**src/rtl/pixel_pkg.sv**
```systemverilog
// Shared definitions for the pixel-pair stream: field layout, pixel struct,
// unpacker state encoding and a word-half to pixel helper.
package pixel_pkg;

  localparam int unsigned FIELD_W         = 8;
  localparam int unsigned PIXEL_W         = 32;
  localparam int unsigned PIXELS_PER_WORD = 2;
  localparam int unsigned WORD_W          = PIXELS_PER_WORD * PIXEL_W;

  localparam int unsigned RED_LSB   = 16;
  localparam int unsigned GREEN_LSB = 8;
  localparam int unsigned BLUE_LSB  = 0;
  localparam int unsigned PAD_LSB   = 24;

  typedef struct packed {
    logic [FIELD_W-1:0] pad;
    logic [FIELD_W-1:0] red;
    logic [FIELD_W-1:0] green;
    logic [FIELD_W-1:0] blue;
  } pixel_t;

  typedef enum logic [1:0] {
    EMPTY  = 2'd0,
    FIRST  = 2'd1,
    SECOND = 2'd2
  } unpack_state_e;

  // Split one 32-bit half of a stream word into its named fields.
  function automatic pixel_t unpack_pixel(input logic [PIXEL_W-1:0] w);
    pixel_t p;
    p.pad   = w[PAD_LSB   +: FIELD_W];
    p.red   = w[RED_LSB   +: FIELD_W];
    p.green = w[GREEN_LSB +: FIELD_W];
    p.blue  = w[BLUE_LSB  +: FIELD_W];
    return p;
  endfunction

endpackage

```
**src/rtl/pixel_unpack_sink_if.sv**
```systemverilog
// Word-in / pixel-out stream bundle for the pixel unpacker.
//   s_data/s_valid/s_ready : 64-bit pixel-pair word channel
//   m_red/m_green/m_blue/m_sof/m_eol/m_valid/m_ready : one-pixel-per-beat channel
// slave = the unpacker, master = the environment around it.
interface pixel_unpack_sink_if;
  import pixel_pkg::*;

  logic [WORD_W-1:0]  s_data;
  logic               s_valid;
  logic               s_ready;
  logic [FIELD_W-1:0] m_red;
  logic [FIELD_W-1:0] m_green;
  logic [FIELD_W-1:0] m_blue;
  logic               m_sof;
  logic               m_eol;
  logic               m_valid;
  logic               m_ready;

  modport slave (
    input  s_data, s_valid, m_ready,
    output s_ready, m_red, m_green, m_blue, m_sof, m_eol, m_valid
  );

  modport master (
    output s_data, s_valid, m_ready,
    input  s_ready, m_red, m_green, m_blue, m_sof, m_eol, m_valid
  );

endinterface

```
**src/rtl/raster_counter.sv**
```systemverilog
// Raster position tracker: x/y advance once per accepted pixel, wrapping at
// the end of each line and frame.
//   clk, rst_n : clock, async active-low reset
//   advance    : one pixel transferred this cycle
//   x, y       : position of the pixel currently presented
//   sof, eol   : position is (0,0) / position is the last pixel of a line
module raster_counter #(
  parameter  int unsigned H_ACTIVE = 640,
  parameter  int unsigned V_ACTIVE = 480,
  localparam int unsigned XW = $clog2(H_ACTIVE),
  localparam int unsigned YW = (V_ACTIVE > 1) ? $clog2(V_ACTIVE) : 1
) (
  input  logic          clk,
  input  logic          rst_n,
  input  logic          advance,
  output logic [XW-1:0] x,
  output logic [YW-1:0] y,
  output logic          sof,
  output logic          eol
);

  logic x_last_c;
  logic y_last_c;

  assign x_last_c = (x == XW'(H_ACTIVE - 1));
  assign y_last_c = (y == YW'(V_ACTIVE - 1));

  // Position registers.
  always_ff @(posedge clk or negedge rst_n) begin
    if (!rst_n) begin
      x <= '0;
      y <= '0;
    end else if (advance) begin
      if (x_last_c) begin
        x <= '0;
        y <= y_last_c ? '0 : y + YW'(1);
      end else begin
        x <= x + XW'(1);
      end
    end
  end

  assign sof = (x == '0) && (y == '0);
  assign eol = x_last_c;

endmodule

```
**src/rtl/pixel_unpack_sink.sv**
```systemverilog
// Pixel-pair stream sink: accepts 64-bit words holding two pixels and emits
// them one per beat, tagged with start-of-frame and end-of-line.
//   clk, rst_n : clock, async active-low reset
//   bus        : slave side of the word-in / pixel-out stream bundle
//   pad_err    : sticky flag, a word with a non-zero pad byte was accepted
module pixel_unpack_sink
  import pixel_pkg::*;
#(
  parameter int unsigned H_ACTIVE  = 640,
  parameter int unsigned V_ACTIVE  = 480,
  parameter bit          LOW_FIRST = 1'b1
) (
  input  logic                 clk,
  input  logic                 rst_n,
  pixel_unpack_sink_if.slave   bus,
  output logic                 pad_err
);

  localparam int unsigned XW = $clog2(H_ACTIVE);
  localparam int unsigned YW = (V_ACTIVE > 1) ? $clog2(V_ACTIVE) : 1;

  unpack_state_e state_q, state_d;
  logic          valid_q;
  pixel_t        pix_q;
  pixel_t        hold_q;
  pixel_t        first_c;
  pixel_t        second_c;
  logic          s_ready_c;
  logic          load_word_c;
  logic          load_second_c;
  logic          advance_c;
  logic          pad_bad_c;
  logic          raster_sof;
  logic          raster_eol;
  logic [XW-1:0] raster_x;
  logic [YW-1:0] raster_y;
  logic          unused_bits;

  // Emission order of the two halves of the incoming word.
  assign first_c  = unpack_pixel(LOW_FIRST ? bus.s_data[PIXEL_W-1:0]
                                           : bus.s_data[WORD_W-1:PIXEL_W]);
  assign second_c = unpack_pixel(LOW_FIRST ? bus.s_data[WORD_W-1:PIXEL_W]
                                           : bus.s_data[PIXEL_W-1:0]);
  assign pad_bad_c = (first_c.pad != '0) || (second_c.pad != '0);

  assign advance_c = valid_q && bus.m_ready;

  // Next state; a word is only accepted when no pixel will be left waiting.
  always_comb begin
    state_d       = state_q;
    s_ready_c     = 1'b0;
    load_word_c   = 1'b0;
    load_second_c = 1'b0;
    case (state_q)
      EMPTY: begin
        s_ready_c = 1'b1;
        if (bus.s_valid) begin
          load_word_c = 1'b1;
          state_d     = FIRST;
        end
      end
      FIRST: begin
        if (bus.m_ready) begin
          load_second_c = 1'b1;
          state_d       = SECOND;
        end
      end
      SECOND: begin
        // Refill in the same cycle the last half leaves, so no bubble.
        s_ready_c = bus.m_ready;
        if (bus.m_ready) begin
          if (bus.s_valid) begin
            load_word_c = 1'b1;
            state_d     = FIRST;
          end else begin
            state_d = EMPTY;
          end
        end
      end
      default: state_d = EMPTY;
    endcase
  end

  // State and output-valid registers.
  always_ff @(posedge clk or negedge rst_n) begin
    if (!rst_n) begin
      state_q <= EMPTY;
      valid_q <= 1'b0;
    end else begin
      state_q <= state_d;
      valid_q <= (state_d != EMPTY);
    end
  end

  // Presented pixel, the parked second half, and the sticky pad flag.
  always_ff @(posedge clk or negedge rst_n) begin
    if (!rst_n) begin
      pix_q   <= '0;
      hold_q  <= '0;
      pad_err <= 1'b0;
    end else begin
      if (load_word_c) begin
        pix_q  <= first_c;
        hold_q <= second_c;
      end else if (load_second_c) begin
        pix_q <= hold_q;
      end
      if (load_word_c && pad_bad_c) begin
        pad_err <= 1'b1;
      end
    end
  end

  raster_counter #(
    .H_ACTIVE (H_ACTIVE),
    .V_ACTIVE (V_ACTIVE)
  ) u_raster (
    .clk     (clk),
    .rst_n   (rst_n),
    .advance (advance_c),
    .x       (raster_x),
    .y       (raster_y),
    .sof     (raster_sof),
    .eol     (raster_eol)
  );

  assign bus.s_ready = s_ready_c;
  assign bus.m_valid = valid_q;
  assign bus.m_red   = pix_q.red;
  assign bus.m_green = pix_q.green;
  assign bus.m_blue  = pix_q.blue;
  assign bus.m_sof   = valid_q && raster_sof;
  assign bus.m_eol   = valid_q && raster_eol;

  // Position and pad byte of the presented pixel are not needed downstream.
  assign unused_bits = ^{raster_x, raster_y, pix_q.pad};

endmodule
```
**src/flat_wrapper.sv**
```systemverilog
// flat-port wrapper written by rule: the top's interface ports become plain ports
module pixel_unpack_sink_flat import pixel_pkg::*;
#(
  parameter int unsigned H_ACTIVE  = 640,
  parameter int unsigned V_ACTIVE  = 480,
  parameter bit          LOW_FIRST = 1'b1
)
  (clk, rst_n, pad_err, bus_s_data, bus_s_valid, bus_m_ready, bus_s_ready, bus_m_red, bus_m_green, bus_m_blue, bus_m_sof, bus_m_eol, bus_m_valid);
  pixel_unpack_sink_if bus_i ();
  input  logic clk;
  input  logic rst_n;
  output logic pad_err;
  input wire logic [$bits(bus_i.s_data)-1:0] bus_s_data;
  input wire logic [$bits(bus_i.s_valid)-1:0] bus_s_valid;
  input wire logic [$bits(bus_i.m_ready)-1:0] bus_m_ready;
  output wire logic [$bits(bus_i.s_ready)-1:0] bus_s_ready;
  output wire logic [$bits(bus_i.m_red)-1:0] bus_m_red;
  output wire logic [$bits(bus_i.m_green)-1:0] bus_m_green;
  output wire logic [$bits(bus_i.m_blue)-1:0] bus_m_blue;
  output wire logic [$bits(bus_i.m_sof)-1:0] bus_m_sof;
  output wire logic [$bits(bus_i.m_eol)-1:0] bus_m_eol;
  output wire logic [$bits(bus_i.m_valid)-1:0] bus_m_valid;
  assign bus_i.s_data = bus_s_data;
  assign bus_i.s_valid = bus_s_valid;
  assign bus_i.m_ready = bus_m_ready;
  assign bus_s_ready = bus_i.s_ready;
  assign bus_m_red = bus_i.m_red;
  assign bus_m_green = bus_i.m_green;
  assign bus_m_blue = bus_i.m_blue;
  assign bus_m_sof = bus_i.m_sof;
  assign bus_m_eol = bus_i.m_eol;
  assign bus_m_valid = bus_i.m_valid;
  pixel_unpack_sink #(.H_ACTIVE(H_ACTIVE), .V_ACTIVE(V_ACTIVE), .LOW_FIRST(LOW_FIRST)) u_core (.clk(clk), .rst_n(rst_n), .bus(bus_i), .pad_err(pad_err));
endmodule
```
**config.mk**
```make
export PLATFORM = sky130hd
export DESIGN_NAME = pixel_unpack_sink_flat
export DESIGN_NICKNAME = d
export VERILOG_FILES = /design/src/rtl/pixel_pkg.sv /design/src/rtl/pixel_unpack_sink_if.sv /design/src/rtl/raster_counter.sv /design/src/rtl/pixel_unpack_sink.sv /design/src/flat_wrapper.sv
export SDC_FILE = /design/constraint.sdc
export NUM_CORES = 1
export LEC_CHECK = 0
export BUFFER_PORTS_ARGS = -buffer_cell sky130_fd_sc_hd__buf_2
export CORE_MARGIN = 2
export CORE_UTILIZATION = 35
export DETAILED_ROUTE_END_ITERATION = 16
export PLACE_DENSITY_LB_ADDON = 0.1
export SLEW_MARGIN = 25
export SYNTH_ARGS = -nofsm -noshare
export SYNTH_HDL_FRONTEND = slang
export SYNTH_SLANG_ARGS = --single-unit
```
**constraint.sdc**
```tcl
create_clock -name clk -period 1.7 [get_ports clk]
set_input_delay 0.17 -clock clk [delete_from_list [all_inputs] [get_ports clk]]
set_output_delay 0.17 -clock clk [all_outputs]
set_load 0.02 [all_outputs]
```
==> metrics list, run 1 <==
- Outcome: finished with violations
- The analysis attributes to cell leakage a power of approximately 2.1 nW.
- Final setup viols: 2
- The initial antenna violation count is 1.
* Slew HR: 0.666
* Leading cell types in the layout, fill and taps excluded: sky130_fd_sc_hd__buf_2 (94), sky130_fd_sc_hd__dfrtp_1 (71), sky130_fd_sc_hd__nand2_1 (35), sky130_fd_sc_hd__o21ai_0 (32), sky130_fd_sc_hd__mux2i_1 (25)
- Proportion of power drawn by the clock network: 0.213
* Worst supply voltage drop on vdd: roughly 640 uV
* Port Buffer Count: 96
* Vias/cell: just under 5
- Clock-pin slew was measured on the worst setup and hold paths at ~80 ps.
- Post-Synthesis Cell Area: ~3200 um2
* Number of vias in the routed layout: 2,481
* Number of different library cells in the post-synthesis netlist: 35
- Width of the chip: between 90 and 100 um
* Switching Fraction: 0.348
- Among all flip-flop cells after synthesis, the most frequent one is sky130_fd_sc_hd__dfrtp_1.
- Worst Setup Start Kind: register
- In this run the deepest clock path goes through 2 buffers.
- Area growth from synthesis to layout: 33.2%
- The number of global-route vias before repair was approximately 2,600.
- Non-filler instance count after layout: 514
- Sequential-to-total area share from yosys stat: 0.555
- In the finished design, the share of the clock period the worst path needs comes to 1.11.
- Final Hold Vio Count: 0
* Wire length of the first global-routing pass: 12.2 mm
- Placed cells: around 490
* Die Y: ~100 um
- 1st-pass router iterations: 4
* Pin count of the biggest net entering global routing: 52
- In the final layout, the share of cells above drive strength 1 is 0.437.
- Detailed placement finished with a half-perimeter wire length of 5.08 mm.
- XOR/XNOR share of the synthesized area: 0.0219
* TritonCTS clock tree: done
* Synth Warn #: 0
- For this design the top-level I/O count stands at just under 100.
- For the pin with the worst max-slew slack, the measured transition is 501 ps.
* Number of flops mapped to enable cells by yosys: 0
- RD Place Congestion: between 0.7 and 0.8
* Final slew viol count: 0
* Avg Synthesized Cell Area: between 10 and 15 um2
- By area, the combinational part of the netlist is dominated by multiplexers.
* Fraction of power consumed by sequential logic: 0.429
* Detailed router's first-iteration violation count: 99
- The net count of the finished layout is between 400 and 500.
* Overall power consumption: between 6 and 7 mW
- CTS buffer count: 9
* Initial cell density of the core: 0.363
- Final setup skew: roughly 6.7 ps
* Endpoint required time on the critical path: approximately 1500 ps
- Setup repair after global routing could not meet its margin everywhere.
- For this run, the top clock speed supported by timing is approximately 530 MHz.
- The tool flagged a number of max-cap violations equal to 0.
- The analysis attributes to net switching a power of between 2 and 2.5 mW.
- Area fraction in and, or, nand and nor cells after synthesis: 0.147
- Number of core rows: 34
- Critical path endpoint category: primary output
- Along the worst path, the maximum fanout reaches 3.
- Arrival time at the worst endpoint: roughly 1700 ps
- Of the total synthesized cell area, the portion taken by full adders, half adders and majority gates is 0.0156.
* GRT Util Overall: 0.154
- After detailed routing, the average wire length per cell comes to ~14 um.
* Share of synthesized flip-flops with an asynchronous set or reset: 1.00
- In this run the number of H-tree levels came out at 3.
- Post-route ant nets: 0
* Compound-cell area share of the yosys netlist: 0.0712
- Class of the tightest hold or removal check: in2reg
* Power density normalized to cell area: approximately 1500 nW/um2
- The core region is around 8800 um2.
- Clock tree synthesis found a total of 71 sinks.
- Total DRC errors in the routed layout: 0
* Total Routed Length: 7.10 mm
- The critical path in this run is classified as reg2out.
- Mux share of post-synthesis cell area: 0.163
* Final worst slack: -182 ps
- Failing checks: negative setup slack
* Die Outline Area: ~9900 um2
- Counting every net in the synthesized netlist gives ~350.
- Summed over all layers, the global routing overflow is 0.
- Subtracting the final worst setup slack from the clock period gives roughly 1900 ps.
- Internal power comes to about 4.1 mW.
* Most frequent standard cell in the layout excluding fill and tap cells: sky130_fd_sc_hd__buf_2
- Yosys reg bits: around 70
- Root Buffer: sky130_fd_sc_hd__clkbuf_8
- For the worst-skew pair, the clock arrives at the later sink with an insertion delay of roughly 330 ps.
- Logic pwr share: 0.358
- Counting every instance in the synthesized netlist gives 280.
## critical path, cell delays in order, from the launching register on
cell and delay, ps:
sky130_fd_sc_hd__dfrtp_1 390, sky130_fd_sc_hd__buf_6 130, sky130_fd_sc_hd__or4_4 490, sky130_fd_sc_hd__nor4_4 200, sky130_fd_sc_hd__buf_4 170
## cells by family (layout without fill, tap and decap cells)
kind of cell	after synthesis	after routing
AOI/OAI and AO/OA	43	43
xor gates and xnor gates	8	8
adders and majority gates	4	4
buffers and inverters	18	143
DFF	71	71
muxes	49	49
other	0	1
and+or+nand+nor	87	87
## Yosys cell counts, types with 2 or more instances
cell,instances,area share
sky130_fd_sc_hd__nand2_1,35,0.041
sky130_fd_sc_hd__mux2i_1,25,0.078
sky130_fd_sc_hd__nor3_1,2,0.0031
sky130_fd_sc_hd__nor4b_1,3,0.0082
sky130_fd_sc_hd__nand4_1,6,0.012
sky130_fd_sc_hd__o21ai_0,34,0.053
sky130_fd_sc_hd__xor2_1,3,0.0082
sky130_fd_sc_hd__dfrtp_1,71,0.56
sky130_fd_sc_hd__or2_2,2,0.0039
sky130_fd_sc_hd__nand3_1,10,0.016
sky130_fd_sc_hd__buf_4,2,0.0047
sky130_fd_sc_hd__inv_1,4,0.0047
sky130_fd_sc_hd__nor4_1,5,0.0098
sky130_fd_sc_hd__buf_2,8,0.013
sky130_fd_sc_hd__a21oi_1,4,0.0063
sky130_fd_sc_hd__a21o_1,4,0.0094
sky130_fd_sc_hd__and3_1,5,0.0098
sky130_fd_sc_hd__xnor2_1,5,0.014
sky130_fd_sc_hd__buf_1,2,0.0023
sky130_fd_sc_hd__and4_1,3,0.0082
sky130_fd_sc_hd__nor2_1,6,0.0070
sky130_fd_sc_hd__clkbuf_1,2,0.0023
sky130_fd_sc_hd__mux2_2,24,0.084
sky130_fd_sc_hd__ha_1,4,0.016
## metrics by stage
step | hold slack (ps) | area (um2) | setup slack, ps | setup TNS, ps | util
after floorplan | -126 | 3210 | 43.5 | 0 | -
after global placement | 248 | 3920 | 115 | 0 | 0.446
after detailed placement | 243 | 3920 | 57.2 | 0 | 0.446
after CTS | 10.6 | 4190 | -201 | -335 | 0.475
after global routing | 43.2 | 4260 | -241 | -539 | 0.484
final | 32.9 | 4260 | -182 | -341 | 0.484
## final timing paths
check	startpoint	end	slack, ps	cells past startpoint
min in group asynchronous	rst_n	u_core.bus.m_blue[6]	410	3
worst min-delay path	bus_s_data[9]	u_core.bus.m_green[1]	30	3
worst min register to register	u_core.pad_err	u_core.pad_err	460	1
worst max-delay path	u_core.u_raster.x[8]	bus_m_sof	-180	4
max in group asynchronous	rst_n	u_core.hold_q[11]	900	3
worst max register to register	u_core.u_raster.x[0]	u_core.u_raster.y[8]	20	6
## power by group through the flow
| stage | Clock (mW) | Combinational, mW | Sequential (mW) |
|---|---|---|---|
| after floorplan | 0 | 1.09 | 3.08 |
| after global placement | 0 | 2.20 | 2.75 |
| after detailed placement | 0 | 2.25 | 2.76 |
| after CTS | 1.40 | 2.29 | 2.73 |
| after global routing | 1.47 | 2.52 | 2.82 |
| final | 1.35 | 2.27 | 2.72 |
## per-layer routing
layer | global-route usage | part of all wire | vias up
li1 | - | - | 1235
met1 | 0.205 | 0.45 | 1195
met2 | 0.243 | 0.49 | 45
met3 | 0.0401 | 0.046 | 6
met4 | 0.0611 | 0.0092 | 0
met5 | 0 | 0 | -
## state kept, by name, summed over array words and instances, names as in the netlist
name	count
u_core.hold_q	24
u_core.u_raster.x	10
u_core.u_raster.y	9
u_core.bus.m_blue	8
u_core.bus.m_green	8
u_core.bus.m_red	8
u_core.state_q	2
u_core.bus.m_valid	1
u_core.pad_err	1
## what timing repair did
| action | in CTS | in global routing |
|---|---|---|
| resized for setup | 6 | 15 |
| setup buffers | 4 | 5 |
| setup endpoints to repair | 2 | 16 |
| endpoints found under the hold margin | 71 | 0 |
| pin swaps | 3 | 5 |
| hold buffers | 1 | 0 |
## layout make-up
type,count,area [um2]
Clock buffer,10,138
Clock inverter,6,60.1
Timing Repair Buffer,123,731
Fill cell,825,4540
Sequential cell,71,1780
Antenna cell,1,2.50
Inverter,4,15.0
Multi-Input combinational cell,191,1400
Tap cell,108,135
No activity file was read; power rests on OpenSTA's default activity.
==> run 2, diff against run 1 <==
--- a/config.mk
+++ b/config.mk
@@ -5,10 +5,12 @@
 export SDC_FILE = /design/constraint.sdc
 export NUM_CORES = 1
 export LEC_CHECK = 0
+export ABC_AREA = 1
 export BUFFER_PORTS_ARGS = -buffer_cell sky130_fd_sc_hd__buf_2
 export CORE_MARGIN = 2
 export CORE_UTILIZATION = 35
 export DETAILED_ROUTE_END_ITERATION = 16
+export GPL_TIMING_DRIVEN = 0
 export PLACE_DENSITY_LB_ADDON = 0.1
 export SLEW_MARGIN = 25
 export SYNTH_ARGS = -nofsm -noshare
==> metrics list, run 2 <==
- Outcome: finished clean
- The number of global-route vias before repair is 3,000 (+15%).
- Top cells by area in the synthesized netlist: sky130_fd_sc_hd__dfrtp_1 (52%), sky130_fd_sc_hd__nand2_1 (17%), sky130_fd_sc_hd__nor2_1 (4.4%)
- The initial antenna violation count is 0 (-1).
- R2r setup slk: 110 ps (+90 ps)
* Flip-flop cell with the highest count after synthesis: sky130_fd_sc_hd__dfrtp_1
- Biggest register: u_core.hold_q
* Port Buffer Count: 96 (unchanged)
- The transition time at the pin with the least slew margin came to 496 ps (-4.38 ps).
- Final worst slack: 29.6 ps (+211 ps)
- The share of post-route cells with drive strength above 1 was 0.318 (-0.119).
- The total DRC errors in the routed layout was 0 (unchanged).
- Post-synthesis cell count: 407 (+45%)
* Filler cell count in the final layout: 962 (+17%)
- CTS placed an instance of sky130_fd_sc_hd__clkbuf_8 at the clock tree root.
- The final sum of negative setup slack was 0 ps (+341 ps).
- Leading cell types in the layout, fill and taps excluded: sky130_fd_sc_hd__nand2_1 (158), sky130_fd_sc_hd__buf_2 (98), sky130_fd_sc_hd__dfrtp_1 (67), sky130_fd_sc_hd__nor2_1 (36), sky130_fd_sc_hd__inv_1 (28)
* Registers with the most flip-flops: u_core.hold_q x24, u_core.u_raster.x x10, u_core.u_raster.y x9
* Num Clock Sinks: 71 (unchanged)
* Arrival time at the worst endpoint: 1500 ps (-210 ps)
- The number of pins with negative max-slew slack in the final report came to 0 (unchanged).
- Share of the clock period used by the worst path after layout: 0.983 (-0.124)
- Initial cell density of the core: 0.364 (+0.00101)
- The global-route wire length before repair was 14.0 mm (+14%).
* Total cell area at the placement stage: 4060 um2 (+3.5%)
- The number of enable flip-flop cells after synthesis was 0 (unchanged).
- Cell accounting for the most synthesized area: sky130_fd_sc_hd__dfrtp_1
- Critical path endpoint category: primary output
* Final setup skew: 8.93 ps (+2.21 ps)
* Most frequent standard cell in the layout excluding fill and tap cells: sky130_fd_sc_hd__nand2_1
* Mapped Nets: 479 (+36%)
* Top cell types by occurrence after synthesis: sky130_fd_sc_hd__nand2_1 (158), sky130_fd_sc_hd__dfrtp_1 (71), sky130_fd_sc_hd__nor2_1 (40)
* Launch instance of the worst min-delay path: bus_s_data[39]
- Total grt overflow: 0 (unchanged)
- Area share of the leading cell type in the synthesized netlist: 0.523 (-0.0325)
- Flip-flop count of the largest register after layout: 24 (unchanged)
- The number of synthesized register bits came to 71 (unchanged).
- Number of inserted diodes: 0 (-1)
- The worst ir drop on vdd was 657 uV (+2.4%).
- Number of core rows: 35 (+2.9%)
- Setup repair after global routing could not meet its margin everywhere.
- Final non-filler cell area: 4410 um2 (+3.5%)
* Worst skew pair latency: 340 ps (about the same)
- The number of detailed-routing iterations run before antenna repair came to 4 (unchanged).
- Sequential-to-total area share from yosys stat: 0.523 (-0.0325)
- Achievable clock frequency: 599 MHz (+13%)
- Number of placed I/O pins: 97 (unchanged)
* Die Y: 103 um (+2.9%)
* Number of vias in the routed layout: 3,026 (+22%)
* TritonCTS clock tree: done
* Final layout net count: 596 (+26%)
- Pre-CTS setup slack: 128 ps (+70.4 ps)
- The critical path is of the reg2out type.
- Number of cells on the worst reg-to-reg path: 9 (+3)
- The worst register-to-register path ends at u_core.u_raster.y[3].
- The final hold violation count came to 0 (unchanged).
- The number of distinct library cell variants in the gate-level netlist after synthesis came to 30 (-14%).
- Detailed router's first-iteration violation count: 90 (-9.1%)
* MaxCap Viol Count: 0 (unchanged)
* Most frequently used cell type in the post-synthesis netlist: sky130_fd_sc_hd__nand2_1
- The biggest fanout along the worst timing path was 3 (unchanged).
* Worst Setup Start Kind: register
* RD Place Congestion: 0.796 (+3.6%)
- The die area came to 10,500 um2 (+6.0%).
* Power density normalized to cell area: 1500 nW/um2 (+1.1%)
- The critical path data required time came to 1530 ps (about the same).
* Slew HR: 0.669 (+0.00292)
- Number of cells on the worst hold path: 3 (unchanged)
- The detail-routed via count per cell came to 4.60 (-4.7%).
- Post-Synthesis Cell Area: 3400 um2 (+6.2%)
- Overall power consumption: 6.63 mW (+4.6%)
* Beginning of the worst register-to-register path: u_core.u_raster.y[0]
* Core box area: 9330 um2 (+5.9%)
- CTS buffer count: 9 (unchanged)
- DPL Wire Length: 6.07 mm (+20%)
* Period minus WS final: 1670 ps (-211 ps)
- The post-synthesis area per instance was 8.35 um2 (-27%).
- Post-route ant nets: 0 (unchanged)
- The async set-reset flop share out of synthesis came to 1.00 (unchanged).
- The number of failing setup endpoints in the final timing report was 0 (-2).
- Total Routed Length: 8.39 mm (+18%)
- The maximum number of buffers from clock root to sink was 2 (unchanged).
- Class of the tightest hold or removal check: in2reg
- Pin count of the biggest net entering global routing: 37 (-29%)
* Post-detailed-route wirelength per cell: 12.7 um (-7.7%)
- Area growth from synthesis to layout: 29.8%
- The leakage power is 2.26 nW (+6.9%).
* Synth Warn #: 0 (unchanged)
- The path with the worst hold slack has its endpoint at u_core.hold_q[7].
- The die span in x came to 103 um (+2.9%).
- The maximum level of the CTS H-tree was 3 (unchanged).
- The global-route usage over all layers is 0.171 (+0.0165).
- The end-of-flow core utilization was 0.473 (-0.0111).
- Post-CTS clock slew at the launch and capture registers of the worst setup and hold paths: 80 ps (about the same)
-- run 2: worst max path at each step --
stage	endpoint	slack (ps)	startpoint
CTS	bus_m_eol	10	u_core.u_raster.x[0]
global placement	u_core.hold_q[0]	-40	rst_n
global route	bus_m_eol	-90	u_core.u_raster.x[0]
detailed placement	u_core.u_raster.y[8]	130	u_core.u_raster.y[1]
floorplan	bus_m_sof	360	u_core.u_raster.y[0]
finish	bus_m_eol	30	u_core.u_raster.x[0]
-- run 2: critical path: stages, from the launching register on --
cell                      delay [ps]
sky130_fd_sc_hd__dfrtp_1         380
sky130_fd_sc_hd__ha_2            210
sky130_fd_sc_hd__nand2_1          70
sky130_fd_sc_hd__nor2_2          130
sky130_fd_sc_hd__nand3_1         110
sky130_fd_sc_hd__nor2_1          110
sky130_fd_sc_hd__buf_4           150
-- run 2: stage by stage --
step,instances,hold WS (ps)
after detailed placement,633,175
final,658,18.1
after global placement,632,367
after global routing,658,11.0
after CTS,652,6.48
after floorplan,407,-126
-- run 2: report_power, final --
part	switching (mW)	internal (mW)	total, mW	leakage, nW
Clock	0.646	0.719	1.36	0.0997
Sequential	0.378	2.36	2.74	0.864
Combinational	1.60	0.933	2.53	1.29
-- run 2: what timing repair did --
action,CTS,global route
setup endpoints to repair,2,9
hold endpoints to repair,35,0
pin swaps,1,3
resized for setup,7,14
setup buffers,2,6
hold buffers,1,0
-- run 2: cell families after synthesis --
| logic type | Yosys count | synth area share |
|---|---|---|
| AND/OR/NAND/NOR | 244 | 0.301 |
| flip-flops | 71 | 0.523 |
| buffers and inverters | 44 | 0.0615 |
| AO/OA/AOI/OAI | 40 | 0.0898 |
| XOR/XNOR | 4 | 0.0103 |
| adder cells (fa/ha/maj) | 4 | 0.0147 |
-- run 2: cell type report --
| class | count | area (um2) | area share |
|---|---|---|---|
| flip-flops and latches | 71 | 1780 | 0.404 |
| multi-input cells | 292 | 1480 | 0.335 |
| repair buffers | 106 | 582 | 0.132 |
| well taps | 129 | 161 | 0.0366 |
| clock buffers | 11 | 141 | 0.0321 |
| inverters | 32 | 120 | 0.0272 |
| plain buffers | 12 | 88.8 | 0.0201 |
| clock inverters | 5 | 56.3 | 0.0128 |
-- run 2: routing by layer --
layer	track usage	routed length (um)	vias to the layer above
met5	0	0	-
li1	-	-	1543
met2	0.269	3950	83
met1	0.227	3800	1393
met4	0.0615	102	0
met3	0.0468	533	7
==> run 3, diff against run 2 <==
--- a/config.mk
+++ b/config.mk
@@ -8,7 +8,7 @@
 export ABC_AREA = 1
 export BUFFER_PORTS_ARGS = -buffer_cell sky130_fd_sc_hd__buf_2
 export CORE_MARGIN = 2
-export CORE_UTILIZATION = 35
+export CORE_UTILIZATION = 37
 export DETAILED_ROUTE_END_ITERATION = 16
 export GPL_TIMING_DRIVEN = 0
 export PLACE_DENSITY_LB_ADDON = 0.1
==> metrics list, run 3 (synthesized netlist as in run 2, its figures left out) <==
- Arrival time at the worst endpoint: 1500 ps (about the same)
* Maximum number of buffers from clock root to sink: 2 (unchanged)
- Number of core rows: 34 (-2.9%)
- Registers with the most flip-flops: u_core.hold_q x24, u_core.u_raster.x x10, u_core.u_raster.y x9
- Via count of the first global-routing pass: 3,027 (+0.90%)
- The biggest fanout along the worst timing path is 4 (+1).
- The path with the worst hold slack has its endpoint at u_core.hold_q[2].
* Root Buffer: sky130_fd_sc_hd__clkbuf_8
- MaxCap Viol Count: 0 (unchanged)
* Final slew viol count: 0 (unchanged)
- The number of buffers added on ports was 96 (unchanged).
- Total DRC errors in the routed layout: 0 (unchanged)
* Number of cells on the worst reg-to-reg path: 8 (-1)
- Period minus WS final: 1670 ps (-1.77 ps)
* Core box area: 8810 um2 (-5.6%)
- The startpoint identified for the worst register-to-register timing path is u_core.u_raster.x[1].
- Setup repair after global routing could not meet its margin everywhere.
- Compared with the post-synthesis result, the final layout area differs by 28.8%.
- In this run the most critical hold path is launched from bus_s_data[34].
* Worst supply voltage drop on vdd: 717 uV (+9.2%)
- Initial cell density of the core: 0.386 (+0.0216)
- The register-to-register setup slack is 150 ps (+40 ps).
- The maximum achievable frequency is 599 MHz (+0.11%).
- The detail-routed via count per cell is 4.76 (+3.5%).
* Detailed router's first-iteration violation count: 82 (-8.9%)
- The number of detailed-routing iterations run before antenna repair was 4 (unchanged).
* Final setup skew: 7.74 ps (-1.19 ps)
* Post-route ant nets: 0 (unchanged)
- Final setup viols: 0 (unchanged)
* Worst skew pair latency: 350 ps (about the same)
- The total length of routed wires came to 8.43 mm (+0.47%).
- Total grt overflow: 0 (unchanged)
- Die Y: 99.8 um (-2.6%)
- DPL Wire Length: 6.10 mm (+0.45%)
- The layout net count came to 600 (+0.67%).
- Leading cell types in the layout, fill and taps excluded: sky130_fd_sc_hd__nand2_1 (158), sky130_fd_sc_hd__buf_2 (98), sky130_fd_sc_hd__dfrtp_1 (68), sky130_fd_sc_hd__nor2_1 (38), sky130_fd_sc_hd__inv_1 (28)
- Pin count of the biggest net entering global routing: 39 (+5.4%)
- Endpoint required time on the critical path: 1530 ps (about the same)
* Share of post-route cells with drive strength above 1: 0.311 (-0.00614)
- Number of cells on the worst hold path: 3 (unchanged)
* H-Tree Depth: 3 (unchanged)
- The global-route wire length before repair was 14.4 mm (+3.1%).
- The post-CTS clock slew at the launch and capture registers of the worst setup and hold paths was 80 ps (about the same).
- Final worst slack: 31.4 ps (+1.77 ps)
- The flip-flop count of the largest register after layout is 24 (unchanged).
* Outcome: finished clean
* Total cell area at the placement stage: 4040 um2 (-0.65%)
- The initial antenna violation count was 0 (unchanged).
- The top-level I/O count was 97 (unchanged).
- The library cell used most frequently in the layout, excluding fill and tap cells, is sky130_fd_sc_hd__nand2_1.
* Post-detailed-route wirelength per cell: 13.1 um (+3.1%)
* Biggest register: u_core.hold_q
- The critical path is of the reg2out type.
- Critical path endpoint category: primary output
- GRT Util Overall: 0.182 (+0.0107)
- Filler cell count in the final layout: 885 (-8.0%)
* Slew HR: 0.698 (+0.0291)
* CTS buffer count: 9 (unchanged)
- The placement-stage worst setup slack was 146 ps (+18.8 ps).
- The leakage power is 2.27 nW (+0.60%).
* Number of vias in the routed layout: 3,050 (+0.79%)
* Number of inserted diodes: 0 (unchanged)
- The die area is 9970 um2 (-5.2%).
- Critical register-to-register path endpoint: u_core.u_raster.y[1]
- Actual transition at the worst max-transition pin: 453 ps (-43.7 ps)
- Class of the tightest hold or removal check: in2reg
- Post-Route Setup TNS: 0 ps (unchanged)
- Final non-filler cell area: 4380 um2 (-0.77%)
* Num Clock Sinks: 71 (unchanged)
- TritonCTS built the clock tree.
* RD Place Congestion: 0.859 (+7.9%)
- Share of the clock period used by the worst path after layout: 0.982 (-0.00104)
* Width of the chip: 99.8 um (-2.6%)
- The worst setup path is launched from a register.
- The final hold violation count was 0 (unchanged).
- The power density over the cells is 1530 nW/um2 (+1.7%).
- Tracing the worst setup path back leads to its startpoint at u_core.u_raster.y[0].
==> run 3: cell types whose count changed in the layout (fill, tap and decap cells not counted), moves of 2 or more <==
cell                            previous run  this run
sky130_fd_sc_hd__buf_4                    14        17
sky130_fd_sc_hd__clkinv_2                  2         5
sky130_fd_sc_hd__nor2_2                    5         2
sky130_fd_sc_hd__dlygate4sd3_1             1         3
sky130_fd_sc_hd__nor2_1                   36        38
==> run 3: worst max-delay path, cell delays in order (launching register included) <==
cell and delay [ps]:
sky130_fd_sc_hd__dfrtp_1 410, sky130_fd_sc_hd__inv_2 80, sky130_fd_sc_hd__ha_1 150, sky130_fd_sc_hd__nand2_1 60
sky130_fd_sc_hd__nor3_2 100, sky130_fd_sc_hd__nand3_1 90, sky130_fd_sc_hd__nor2_1 110, sky130_fd_sc_hd__buf_4 150
==> run 3: how the worst max path moves through the flow <==
stage	endpoint	cells past startpoint
floorplan	bus_m_sof	6
global placement	u_core.bus.m_blue[2]	1
detailed placement	u_core.u_raster.y[3]	6
CTS	bus_m_eol	6
global route	bus_m_sof	7
finish	bus_m_sof	7
==> run 3: final cells by class <==
type / instances / area [um2] / share of cell area
clock buffers: 9 / 124 / 0.0283
well taps: 108 / 135 / 0.0309
flip-flops and latches: 71 / 1780 / 0.407
repair buffers: 110 / 613 / 0.140
clock inverters: 7 / 63.8 / 0.0146
inverters: 32 / 120 / 0.0274
plain buffers: 12 / 88.8 / 0.0203
multi-input cells: 292 / 1450 / 0.332
==> run 3: timing repair <==
| item | CTS | global route |
|---|---|---|
| hold endpoints to repair | 35 | 0 |
| gates cloned | 0 | 0 |
| hold buffers | 3 | 0 |
| setup endpoints to repair | 2 | 9 |
| setup buffers | 2 | 8 |
| pin swaps | 1 | 2 |
| gates resized for setup | 9 | 5 |
==> run 3: power breakdown <==
part | switching (mW) | internal (mW)
registers | 0.372 | 2.36
logic | 1.64 | 0.994
clock network | 0.662 | 0.667
total | 2.67 | 4.02
==> run 3: per-stage QoR <==
| stage | power, mW | utilization | cells | hold slack (ps) |
|---|---|---|---|---|
| 4_1_cts | 6.66 | 0.489 | 633 | 1.29 |
| 3_3_place_gp | 5.20 | 0.456 | 611 | 365 |
| 2_1_floorplan | 4.41 | - | 407 | -126 |
| 5_1_grt | 7.20 | 0.497 | 641 | 17.6 |
| 3_5_place_dp | 5.26 | 0.458 | 612 | 156 |
| 6_report | 6.69 | 0.497 | 641 | 16.1 |
==> run 3: routing by layer <==
| layer | global-route usage | part of all wire |
|---|---|---|
| met1 | 0.233 | 0.46 |
| met2 | 0.293 | 0.47 |
| met3 | 0.0453 | 0.052 |
| met4 | 0.0790 | 0.018 |
| met5 | 0 | 0 |
